--- config.mk ---
export PLATFORM = sky130hd
export DESIGN_NAME = pipe_hazard_ctrl_flat
export DESIGN_NICKNAME = d
export VERILOG_FILES = /design/src/rtl/pipe_pkg.sv /design/src/rtl/pipe_hazard_ctrl_if.sv /design/src/rtl/pipe_fwd_unit.sv /design/src/rtl/pipe_hazard_ctrl.sv /design/src/flat_wrapper.sv
export SDC_FILE = /design/constraint.sdc
export NUM_CORES = 1
export LEC_CHECK = 0
export BUFFER_PORTS_ARGS = -buffer_cell sky130_fd_sc_hd__buf_2
export CORE_MARGIN = 1
export CORE_UTILIZATION = 42
export CTS_CLUSTER_DIAMETER = 150
export CTS_CLUSTER_SIZE = 20
export DETAILED_ROUTE_END_ITERATION = 6
export PLACE_DENSITY = 0.85
export SETUP_SLACK_MARGIN = 0.5
export SLEW_MARGIN = 20
export SYNTH_ARGS = -nofsm -noshare
export SYNTH_HDL_FRONTEND = slang
export SYNTH_SLANG_ARGS = --single-unit
--- constraint.sdc ---
create_clock -name clk -period 2.9 [get_ports clk]
set_clock_uncertainty 0.1 [all_clocks]
set_input_delay 0.29 -clock clk [delete_from_list [all_inputs] [get_ports clk]]
set_output_delay 0.29 -clock clk [all_outputs]
set_load 0.03 [all_outputs]
--- src/rtl/pipe_pkg.sv ---
// Shared encodings for the pipeline hazard controller: forwarding selects,
// writeback-source encoding and the memory-wait FSM state type.
package pipe_pkg;

  // ALU operand source selects
  localparam logic [1:0] FWD_RF  = 2'b00;
  localparam logic [1:0] FWD_WB  = 2'b01;
  localparam logic [1:0] FWD_MEM = 2'b10;

  // EX-stage writeback source; WB_MEM marks a load
  localparam logic [1:0] WB_ALU = 2'b00;
  localparam logic [1:0] WB_MEM = 2'b01;
  localparam logic [1:0] WB_PC4 = 2'b10;

  typedef enum logic {
    ST_RUN      = 1'b0,
    ST_MEM_WAIT = 1'b1
  } hz_state_e;

  // True when a producer destination is a real register (x0 is never a
  // dependency) and matches the consumer source.
  function automatic logic reg_match(input logic [4:0] rd, input logic [4:0] rs);
    return (rd != 5'd0) && (rd == rs);
  endfunction

endpackage

--- src/rtl/pipe_hazard_ctrl_if.sv ---
// Bundle of pipeline-side hazard signals. The pipeline (master) drives the
// stage register fields and consumes the stall/flush/forward controls; the
// hazard controller is the slave.
interface pipe_hazard_ctrl_if;
  // decode stage
  logic [4:0]  rs1d;
  logic [4:0]  rs2d;
  logic        use_rs1d;
  logic        use_rs2d;
  // execute stage
  logic [4:0]  rs1e;
  logic [4:0]  rs2e;
  logic [4:0]  rde;
  logic        reg_wee;
  logic [1:0]  wb_ctre;
  logic        branch_taken_e;
  // memory / writeback stages
  logic [4:0]  rdm;
  logic [4:0]  rdw;
  logic        reg_wem;
  logic        reg_wew;
  logic        dmem_req;
  logic        dmem_ready;
  // controls back to the pipeline
  logic        stall_f;
  logic        stall_d;
  logic        stall_e;
  logic        stall_m;
  logic        flush_d;
  logic        flush_e;
  logic [1:0]  fwd_a_e;
  logic [1:0]  fwd_b_e;
  logic        mem_err;
  logic [31:0] stall_cnt;
  logic [31:0] flush_cnt;

  modport master (
    output rs1d, rs2d, use_rs1d, use_rs2d,
    output rs1e, rs2e, rde, reg_wee, wb_ctre, branch_taken_e,
    output rdm, rdw, reg_wem, reg_wew, dmem_req, dmem_ready,
    input  stall_f, stall_d, stall_e, stall_m, flush_d, flush_e,
    input  fwd_a_e, fwd_b_e, mem_err, stall_cnt, flush_cnt
  );

  modport slave (
    input  rs1d, rs2d, use_rs1d, use_rs2d,
    input  rs1e, rs2e, rde, reg_wee, wb_ctre, branch_taken_e,
    input  rdm, rdw, reg_wem, reg_wew, dmem_req, dmem_ready,
    output stall_f, stall_d, stall_e, stall_m, flush_d, flush_e,
    output fwd_a_e, fwd_b_e, mem_err, stall_cnt, flush_cnt
  );
endinterface

--- src/rtl/pipe_fwd_unit.sv ---
// Operand forwarding select for one ALU source: the newer MEM-stage result
// wins over the WB-stage result; x0 is never forwarded.
module pipe_fwd_unit
  import pipe_pkg::*;
(
  input  logic [4:0] rs_i,
  input  logic [4:0] rdm_i,
  input  logic       reg_wem_i,
  input  logic [4:0] rdw_i,
  input  logic       reg_wew_i,
  output logic [1:0] fwd_o
);

  // Pick the youngest in-flight producer of rs_i
  always_comb begin
    fwd_o = FWD_RF;
    if (reg_wem_i && reg_match(rdm_i, rs_i)) begin
      fwd_o = FWD_MEM;
    end else if (reg_wew_i && reg_match(rdw_i, rs_i)) begin
      fwd_o = FWD_WB;
    end
  end

endmodule

--- src/rtl/pipe_hazard_ctrl.sv ---
// Pipeline hazard controller: memory-wait stalls, branch flushes, load-use
// interlock, operand forwarding, memory timeout flag and optional
// performance counters (enabled by defining PIPE_HAZARD_PERF_EN; without it
// stall_cnt/flush_cnt read as constant zero).
module pipe_hazard_ctrl
  import pipe_pkg::*;
#(
  parameter int MEM_TIMEOUT = 255
) (
  input logic               clk,
  input logic               rst,
  pipe_hazard_ctrl_if.slave hz
);

  localparam int WAIT_W = ($clog2(MEM_TIMEOUT + 1) > 8) ? $clog2(MEM_TIMEOUT + 1) : 8;
  localparam logic [WAIT_W-1:0] WAIT_LIMIT = WAIT_W'(MEM_TIMEOUT);
  localparam logic [WAIT_W-1:0] WAIT_MAX   = '1;

  hz_state_e         state_q, state_d;
  logic [WAIT_W-1:0] wait_cnt_q, wait_cnt_d;
  logic              mem_err_q, mem_err_d;

  logic mem_stall;
  logic branch_flush;
  logic load_use_raw;
  logic load_use;
  logic stall_fd;
  logic flush_any;

  // A load in EX whose destination is read by the instruction in decode.
  assign load_use_raw = (hz.wb_ctre == WB_MEM) && hz.reg_wee &&
                        ((hz.use_rs1d && reg_match(hz.rde, hz.rs1d)) ||
                         (hz.use_rs2d && reg_match(hz.rde, hz.rs2d)));

  // The completion cycle (dmem_ready=1) is not stalled so the MEM stage can
  // capture the returned data and the pipeline advances on that same edge.
  assign mem_stall = (state_q == ST_MEM_WAIT) ? !hz.dmem_ready
                                              : (hz.dmem_req && !hz.dmem_ready);

  // Priority: memory stall > branch > load-use. A branch held in EX during
  // a memory stall simply takes effect on the first unstalled cycle.
  assign branch_flush = hz.branch_taken_e && !mem_stall;
  assign load_use     = load_use_raw && !mem_stall && !hz.branch_taken_e;

  assign stall_fd  = mem_stall || load_use;
  assign flush_any = branch_flush || load_use;

  assign hz.stall_f = stall_fd;
  assign hz.stall_d = stall_fd;
  assign hz.stall_e = mem_stall;
  assign hz.stall_m = mem_stall;
  assign hz.flush_d = branch_flush;
  assign hz.flush_e = flush_any;
  assign hz.mem_err = mem_err_q;

  pipe_fwd_unit u_fwd_a (
    .rs_i      (hz.rs1e),
    .rdm_i     (hz.rdm),
    .reg_wem_i (hz.reg_wem),
    .rdw_i     (hz.rdw),
    .reg_wew_i (hz.reg_wew),
    .fwd_o     (hz.fwd_a_e)
  );

  pipe_fwd_unit u_fwd_b (
    .rs_i      (hz.rs2e),
    .rdm_i     (hz.rdm),
    .reg_wem_i (hz.reg_wem),
    .rdw_i     (hz.rdw),
    .reg_wew_i (hz.reg_wew),
    .fwd_o     (hz.fwd_b_e)
  );

  // FSM state, wait counter and sticky timeout flag
  always_ff @(posedge clk) begin
    if (rst) begin
      state_q    <= ST_RUN;
      wait_cnt_q <= '0;
      mem_err_q  <= 1'b0;
    end else begin
      state_q    <= state_d;
      wait_cnt_q <= wait_cnt_d;
      mem_err_q  <= mem_err_d;
    end
  end

  // Next state: wait counter saturates so a very long stall cannot wrap it
  // back below the timeout; the FSM keeps waiting after a timeout.
  always_comb begin
    state_d    = state_q;
    wait_cnt_d = wait_cnt_q;
    mem_err_d  = mem_err_q;
    unique case (state_q)
      ST_RUN: begin
        wait_cnt_d = '0;
        if (hz.dmem_req && !hz.dmem_ready) begin
          state_d = ST_MEM_WAIT;
        end
      end
      ST_MEM_WAIT: begin
        if (hz.dmem_ready) begin
          state_d    = ST_RUN;
          wait_cnt_d = '0;
        end else begin
          if (wait_cnt_q != WAIT_MAX) begin
            wait_cnt_d = wait_cnt_q + 1'b1;
          end
          if (wait_cnt_d >= WAIT_LIMIT) begin
            mem_err_d = 1'b1;
          end
        end
      end
      default: state_d = ST_RUN;
    endcase
  end

`ifdef PIPE_HAZARD_PERF_EN
  logic [31:0] stall_cnt_q, stall_cnt_d;
  logic [31:0] flush_cnt_q, flush_cnt_d;

  // Counter increments; natural 32-bit wrap
  always_comb begin
    stall_cnt_d = stall_cnt_q;
    flush_cnt_d = flush_cnt_q;
    if (stall_fd) begin
      stall_cnt_d = stall_cnt_q + 32'd1;
    end
    if (branch_flush || flush_any) begin
      flush_cnt_d = flush_cnt_q + 32'd1;
    end
  end

  // Performance counter registers
  always_ff @(posedge clk) begin
    if (rst) begin
      stall_cnt_q <= '0;
      flush_cnt_q <= '0;
    end else begin
      stall_cnt_q <= stall_cnt_d;
      flush_cnt_q <= flush_cnt_d;
    end
  end

  assign hz.stall_cnt = stall_cnt_q;
  assign hz.flush_cnt = flush_cnt_q;
`else
  assign hz.stall_cnt = 32'd0;
  assign hz.flush_cnt = 32'd0;
`endif

endmodule

--- src/flat_wrapper.sv ---
// flat-port wrapper written by rule: the top's interface ports become plain ports
module pipe_hazard_ctrl_flat import pipe_pkg::*;
#(
  parameter int MEM_TIMEOUT = 255
)
  (clk, rst, hz_rs1d, hz_rs2d, hz_use_rs1d, hz_use_rs2d, hz_rs1e, hz_rs2e, hz_rde, hz_reg_wee, hz_wb_ctre, hz_branch_taken_e, hz_rdm, hz_rdw, hz_reg_wem, hz_reg_wew, hz_dmem_req, hz_dmem_ready, hz_stall_f, hz_stall_d, hz_stall_e, hz_stall_m, hz_flush_d, hz_flush_e, hz_fwd_a_e, hz_fwd_b_e, hz_mem_err, hz_stall_cnt, hz_flush_cnt);
  pipe_hazard_ctrl_if hz_i ();
  input logic clk;
  input logic rst;
  input wire logic [$bits(hz_i.rs1d)-1:0] hz_rs1d;
  input wire logic [$bits(hz_i.rs2d)-1:0] hz_rs2d;
  input wire logic [$bits(hz_i.use_rs1d)-1:0] hz_use_rs1d;
  input wire logic [$bits(hz_i.use_rs2d)-1:0] hz_use_rs2d;
  input wire logic [$bits(hz_i.rs1e)-1:0] hz_rs1e;
  input wire logic [$bits(hz_i.rs2e)-1:0] hz_rs2e;
  input wire logic [$bits(hz_i.rde)-1:0] hz_rde;
  input wire logic [$bits(hz_i.reg_wee)-1:0] hz_reg_wee;
  input wire logic [$bits(hz_i.wb_ctre)-1:0] hz_wb_ctre;
  input wire logic [$bits(hz_i.branch_taken_e)-1:0] hz_branch_taken_e;
  input wire logic [$bits(hz_i.rdm)-1:0] hz_rdm;
  input wire logic [$bits(hz_i.rdw)-1:0] hz_rdw;
  input wire logic [$bits(hz_i.reg_wem)-1:0] hz_reg_wem;
  input wire logic [$bits(hz_i.reg_wew)-1:0] hz_reg_wew;
  input wire logic [$bits(hz_i.dmem_req)-1:0] hz_dmem_req;
  input wire logic [$bits(hz_i.dmem_ready)-1:0] hz_dmem_ready;
  output wire logic [$bits(hz_i.stall_f)-1:0] hz_stall_f;
  output wire logic [$bits(hz_i.stall_d)-1:0] hz_stall_d;
  output wire logic [$bits(hz_i.stall_e)-1:0] hz_stall_e;
  output wire logic [$bits(hz_i.stall_m)-1:0] hz_stall_m;
  output wire logic [$bits(hz_i.flush_d)-1:0] hz_flush_d;
  output wire logic [$bits(hz_i.flush_e)-1:0] hz_flush_e;
  output wire logic [$bits(hz_i.fwd_a_e)-1:0] hz_fwd_a_e;
  output wire logic [$bits(hz_i.fwd_b_e)-1:0] hz_fwd_b_e;
  output wire logic [$bits(hz_i.mem_err)-1:0] hz_mem_err;
  output wire logic [$bits(hz_i.stall_cnt)-1:0] hz_stall_cnt;
  output wire logic [$bits(hz_i.flush_cnt)-1:0] hz_flush_cnt;
  assign hz_i.rs1d = hz_rs1d;
  assign hz_i.rs2d = hz_rs2d;
  assign hz_i.use_rs1d = hz_use_rs1d;
  assign hz_i.use_rs2d = hz_use_rs2d;
  assign hz_i.rs1e = hz_rs1e;
  assign hz_i.rs2e = hz_rs2e;
  assign hz_i.rde = hz_rde;
  assign hz_i.reg_wee = hz_reg_wee;
  assign hz_i.wb_ctre = hz_wb_ctre;
  assign hz_i.branch_taken_e = hz_branch_taken_e;
  assign hz_i.rdm = hz_rdm;
  assign hz_i.rdw = hz_rdw;
  assign hz_i.reg_wem = hz_reg_wem;
  assign hz_i.reg_wew = hz_reg_wew;
  assign hz_i.dmem_req = hz_dmem_req;
  assign hz_i.dmem_ready = hz_dmem_ready;
  assign hz_stall_f = hz_i.stall_f;
  assign hz_stall_d = hz_i.stall_d;
  assign hz_stall_e = hz_i.stall_e;
  assign hz_stall_m = hz_i.stall_m;
  assign hz_flush_d = hz_i.flush_d;
  assign hz_flush_e = hz_i.flush_e;
  assign hz_fwd_a_e = hz_i.fwd_a_e;
  assign hz_fwd_b_e = hz_i.fwd_b_e;
  assign hz_mem_err = hz_i.mem_err;
  assign hz_stall_cnt = hz_i.stall_cnt;
  assign hz_flush_cnt = hz_i.flush_cnt;
  pipe_hazard_ctrl #(.MEM_TIMEOUT(MEM_TIMEOUT)) u_core (.clk(clk), .rst(rst), .hz(hz_i));
endmodule
==> flow_summary.json, run 1 <==
{
  "outcome": "finished, final reports clean",
  "fin_setup_tns_ps": 0,
  "cp.arrival_ps": 1690,
  "multi_input_area_um2": 947,
  "avgSynthCellArea_um2": 8.01,
  "finalWirelength_um": 2740,
  "cts_resized": 0,
  "cts_tree": "yes",
  "max_stage_delay_ps": 530,
  "maxCapViolations": 0,
  "hold_viol_final": 0,
  "grt_pass1_vias": 994,
  "ys_ff_latch": 10,
  "finalWorstSetupSlack_ps": 820,
  "hpwlAfterDp_um": 2350,
  "drv_slew": 0,
  "synthTopCellsByCount": "buf_4, xor2_1, dfxtp_1, xnor2_1",
  "cp_data_required_time_ps": 2510,
  "critPathKind": "primary input to output pin",
  "seq_area_um2": 200,
  "ys.flop_type": "dfxtp_1",
  "fin_crit_sh": 0.717,
  "cp_top_family": "simple AND/OR/NAND/NOR gates",
  "synth_area_mm2": 0.00143,
  "reg2reg_slack_ps": 990,
  "worst_pin_slew_ps": 551,
  "clock_path_buffers": 2,
  "fin_cells": 280,
  "synth_edf_count": 0,
  "drive_gt1_frac": 0.284,
  "area_delta_synth_final_pct": 8.25,
  "numCtsBuffers": 3,
  "reg2reg_from": "u_core.wait_cnt_q[0]$_SDFF_PP0_",
  "die_y_um": 60.3,
  "worstSetupStartpointType": "primary input",
  "cp-startpoint": "hz_rdm[1]",
  "clock-sinks": 10,
  "grt_max_degree": 9,
  "ir_drop_mv": 0.154,
  "firstDrtPassIters": 4,
  "antenna_found_initial": 0,
  "powerDensity_mw_per_mm2": 319,
  "cp.buffers_inverters": 2,
  "portBuffers": 57,
  "place_ws_ps": 830,
  "cts-root-buf": "clkbuf_4",
  "grt-ovfl-total": 0,
  "synth.top_cell.area_share": 0.348,
  "drtIter0Drc": 71,
  "worst_path_max_delay_cell": "or4_4",
  "rows": 20,
  "min-delay-start": "rst",
  "fmax_ghz": 0.481,
  "post_drt_via_cell_ratio": 4.41,
  "synth.distinct_cells": 39,
  "finalNetCount": 285,
  "die_area_mm2": 0.00363,
  "period_needed_ps": 2080,
  "ios": 122,
  "place.gp.congestion": 0.851,
  "cp_cell_sequence": "buf_2 -> or4_4 -> o21ai_2 -> nor4_1 -> nor4_2 -> buf_2",
  "start_util": 0.456,
  "synthCells": 178,
  "routedWlPerCell_um": 9.80,
  "gr-usage-all-layers": 0.145,
  "synth_most_common_cell": "buf_4",
  "die_width_um": 60.3,
  "fill_cells": 320,
  "synth-seq-area-share": 0.140,
  "ctsHoldBuffers": 0,
  "setup_viol": 0,
  "clk_pin_slew_ps": 70,
  "cpMostUsedCell": "buf_2",
  "leakage_nw": 0.757,
  "insertion_delay_ps": 270,
  "synth_top_area_cell": "buf_4",
  "antenna_cells": 0,
  "min_path_type": "primary input to register",
  "cts_max_level": 1,
  "async_flop_share": 0,
  "antenna_left": 0,
  "postCtsSetupBuffers": 0,
  "vias": 1234,
  "synthTopCellsByArea": "buf_4, dfxtp_1, xor2_1",
  "path_max_fanout": 3,
  "fin_util": 0.493,
  "cp-end-kind": "output pin",
  "relSlewSlack": 0.632,
  "core-area_mm2": 0.00313,
  "rsz0062_at_grt": "no",
  "post-place-cells": 276,
  "grt_pass1_wl_um": 4100,
  "yosys_warnings": 0,
  "drc": 0
}
worst paths after layout:
kind,end,cells after the start
setup / recovery,hz_fwd_b_e[0],6
hold reg to reg,u_core.hz.mem_err$_SDFFE_PP0P_,2
setup reg to reg,u_core.hz.mem_err$_SDFFE_PP0P_,5
hold / removal,u_core.state_q$_SDFF_PP0_,2
worst reg2reg max path, stage by stage (launching register included):
cell      delay, ps
dfxtp_1         430
ha_1            320
nand4_1         240
o221a_2         330
a311oi_1        270
o32ai_1         110
metal layers:
metal  global-route usage  vias to the layer above  share of wire
met4              0.00332                        0              0
met2                0.309                       64           0.56
met3               0.0260                        0          0.066
met1                0.148                      567           0.37
met5                    0                        -              0
li1                     -                      603              -
report_power, final:
| part | total [mW] | internal [mW] | switching, mW |
|---|---|---|---|
| logic | 0.224 | 0.0543 | 0.170 |
| clock network | 0.129 | 0.0763 | 0.0526 |
| registers | 0.139 | 0.138 | 0.000913 |
| total | 0.492 | 0.269 | 0.223 |
cell families (layout without fill, tap and decap cells):
group,after synthesis,after routing,synth area share
AOI/OAI and AO/OA,22,22,0.104
xor gates and xnor gates,31,31,0.191
adders and majority gates,2,2,0.0158
buffers and inverters,71,66,0.361
DFF,10,10,0.140
muxes,1,1,0.00702
other,1,64,0.00263
and+or+nand+nor,40,40,0.178
per-stage QoR:
stage                     instance area [um2]  power, mW  hold slack [ps]
final                                    1540      0.492              115
after global routing                     1540      0.517              134
after CTS                                1540      0.494              108
after detailed placement                 1510      0.364              357
after global placement                   1510      0.362              354
after floorplan                          1660      0.376              262
cell type report:
cell class,count,area share
sequential,10,0.130
tap,44,0.0357
timing repair buffer,57,0.185
inverter,5,0.0122
multi-input combinational,160,0.614
clock buffer,4,0.0235
placed cells by master (no fill, tap or decap), types with 2 or more instances in the layout:
master / instances
conb_1: 64
buf_2: 57
xor2_1: 22
dfxtp_1: 10
xnor2_1: 9
inv_1: 5
o21ai_0: 5
nor2_1: 5
nand3_1: 4
nor4_1: 4
or4_1: 4
a31oi_1: 4
nand2_1: 4
nor3_1: 3
clkbuf_4: 3
nor4_2: 2
o21bai_1: 2
and2_1: 2
a32oi_1: 2
and3_1: 2
nand4_1: 2
a21oi_1: 2
flip-flops by register name, indices dropped and copies added, names as in the netlist:
register	flops
u_core.wait_cnt_q	8
u_core.hz.mem_err	1
u_core.state_q	1
Note: power is estimated with default switching activity, not from simulation.
==> run 2: changes to the inputs <==
Settings changed: ABC_AREA set to 1, CORE_UTILIZATION 42 to 36, PLACE_DENSITY 0.85 to 0.76.
Clock period 2.9 ns to 1.7 ns, I/O delays scaled along.
==> run 2 against run 1 <==
  * Sequential power up 70%
  * Register-to-register slack worse by 750 ps
  * Non-clock buffer count up 8
  * First-iteration DRC count up 14%
  * Sequential share of layout area down 3.4 points
  * Count of clock-buffer cells in the layout unchanged
  * Critical endpoint is now hz_flush_e
  * Largest power group unchanged
==> flow_summary.json, run 2 <==
{
  "largest_reg_flops": 8,
  "rsz0062_at_grt": "yes",
  "insertion_delay_ps": 240,
  "drive_gt1_frac": 0.423,
  "grt_pass1_vias": 1151,
  "synthTopCellsByArea": "buf_4, dfxtp_1, nand2_1",
  "synth.distinct_cells": 28,
  "place.gp.congestion": 0.765,
  "drtIter0Drc": 81,
  "grt_pass1_wl_um": 4700,
  "synthCells": 240,
  "firstDrtPassIters": 4,
  "antenna_cells": 0,
  "maxCapViolations": 0,
  "min_path_type": "primary input to register",
  "core-area_mm2": 0.00403,
  "antenna_found_initial": 0,
  "post-place-cells": 344,
  "finalInstanceArea_mm2": 0.00220,
  "final_cell_mix": "conb_1, buf_2, nand2_1",
  "fin_cells": 357,
  "die_width_um": 67.2,
  "ctsHoldBuffers": 0,
  "portBuffers": 57,
  "start_util": 0.380,
  "placed_area_mm2": 0.00173,
  "cts-root-buf": "clkbuf_8",
  "leakage_nw": 1.10,
  "synth.top_cell.area_share": 0.324,
  "rows": 23,
  "clk_pin_slew_ps": 50,
  "period_needed_ps": 1510,
  "yosys_warnings": 0,
  "synthTopCellsByCount": "buf_4, nand2_1, inv_1, nor2_1",
  "finalWirelength_um": 3890,
  "clock-sinks": 10,
  "setup_viol": 0,
  "cts_tree": "yes",
  "synth_edf_count": 0,
  "largest_register": "u_core.wait_cnt_q",
  "numCtsBuffers": 3,
  "ios": 122,
  "fin_util": 0.546,
  "finalNetCount": 356,
  "fin_crit_sh": 0.887,
  "synth_top_area_cell": "buf_4",
  "post_drt_via_cell_ratio": 4.41,
  "drc": 0,
  "antenna_left": 0,
  "clock_path_buffers": 2,
  "vias": 1575,
  "ys.flop_type": "dfxtp_1",
  "final_common_cell": "conb_1",
  "synth-seq-area-share": 0.131,
  "power_mw": 1.04,
  "synth_most_common_cell": "buf_4",
  "die_area_mm2": 0.00452,
  "cp.arrival_ps": 1240,
  "cp_data_required_time_ps": 1430,
  "async_flop_share": 0,
  "gr-usage-all-layers": 0.133,
  "grt_max_degree": 9,
  "ir_drop_mv": 0.400,
  "worstSetupStartpointType": "register",
  "drv_slew": 0,
  "synth_area_mm2": 0.00153,
  "critPathKind": "register to output pin",
  "hpwlAfterDp_um": 2530,
  "cts_max_level": 1,
  "powerDensity_mw_per_mm2": 471,
  "fmax_ghz": 0.663,
  "area_delta_synth_final_pct": 43.6,
  "outcome": "finished, final reports clean",
  "path_max_fanout": 2,
  "grt-ovfl-total": 0,
  "fin_setup_tns_ps": 0,
  "hold_viol_final": 0,
  "cp-end-kind": "output pin",
  "avgSynthCellArea_um2": 6.38,
  "die_y_um": 67.2,
  "ys_ff_latch": 10,
  "routedWlPerCell_um": 10.9
}
==> run 2: cell count changes in the layout (fill, tap and decap cells not counted), moves of 7 or more <==
cell | before | now
nand2_2 | 0 | 10
xor2_1 | 22 | 8
nor2_1 | 5 | 12
buf_6 | 0 | 21
buf_2 | 57 | 33
xnor2_1 | 9 | 1
inv_1 | 5 | 22
nand2_1 | 4 | 27
nor2_4 | 0 | 7
==> run 2: layer usage <==
metal	vias up	GRT usage	share of wire
met5	-	0	0
met4	0	0.0133	0.022
met3	12	0.0338	0.074
met2	87	0.251	0.54
met1	697	0.152	0.37
li1	779	-	-
==> run 2: path summary, 6_finish.rpt <==
path | startpoint | endpoint | slack (ps) | cells past startpoint
worst max-delay path | u_core.state_q$_SDFF_PP0_ | hz_flush_e | 190 | 6
worst max register to register | u_core.wait_cnt_q[5]$_SDFF_PP0_ | u_core.hz.mem_err$_SDFFE_PP0P_ | 240 | 8
worst min register to register | u_core.hz.mem_err$_SDFFE_PP0P_ | u_core.hz.mem_err$_SDFFE_PP0P_ | 360 | 2
worst min-delay path | rst | u_core.hz.mem_err$_SDFFE_PP0P_ | 10 | 2
==> run 2: final cells by class <==
class,instances,area [um2]
inverter,32,148
clock buffer,4,55.1
fill,364,1830
multi-input combinational,196,1190
tap,50,62.6
timing repair buffer,65,537
sequential,10,210
==> run 2: cell families after synthesis <==
| family | count (synthesis) | synth area share |
|---|---|---|
| AOI/OAI and AO/OA | 32 | 0.122 |
| adders and majority gates | 1 | 0.00817 |
| and+or+nand+nor | 86 | 0.266 |
| xor gates and xnor gates | 12 | 0.0686 |
| DFF | 10 | 0.131 |
| buffers and inverters | 98 | 0.402 |
| other | 1 | 0.00245 |
==> run 2: report_power, final <==
part	leakage [nW]	switching, mW	internal, mW
Sequential	0.0832	0.00165	0.234
Clock	0.0288	0.0977	0.204
Combinational	0.988	0.346	0.153
Total	1.10	0.445	0.591
==> run 2: per-stage QoR <==
step | setup slack [ps] | hold WS (ps)
2_1_floorplan | 345 | 132
3_3_place_gp | 236 | 261
3_5_place_dp | 220 | 264
4_1_cts | 136 | 9.63
5_1_grt | 134 | 19.3
6_report | 192 | 14.4
==> run 2: repair_timing <==
item,4_1_cts,5_1_grt
setup buffers,4,4
endpoints found under the setup margin,12,17
cloned,1,0
gates resized for setup,48,53
pin swaps,25,32
==> run 2: worst max-delay path, stage by stage (launching register included) <==
cell,delay [ps]
dfxtp_2,330
o21ai_4,120
nand4_1,120
a21oi_2,130
nand2_2,90
o21ai_2,70
buf_6,140
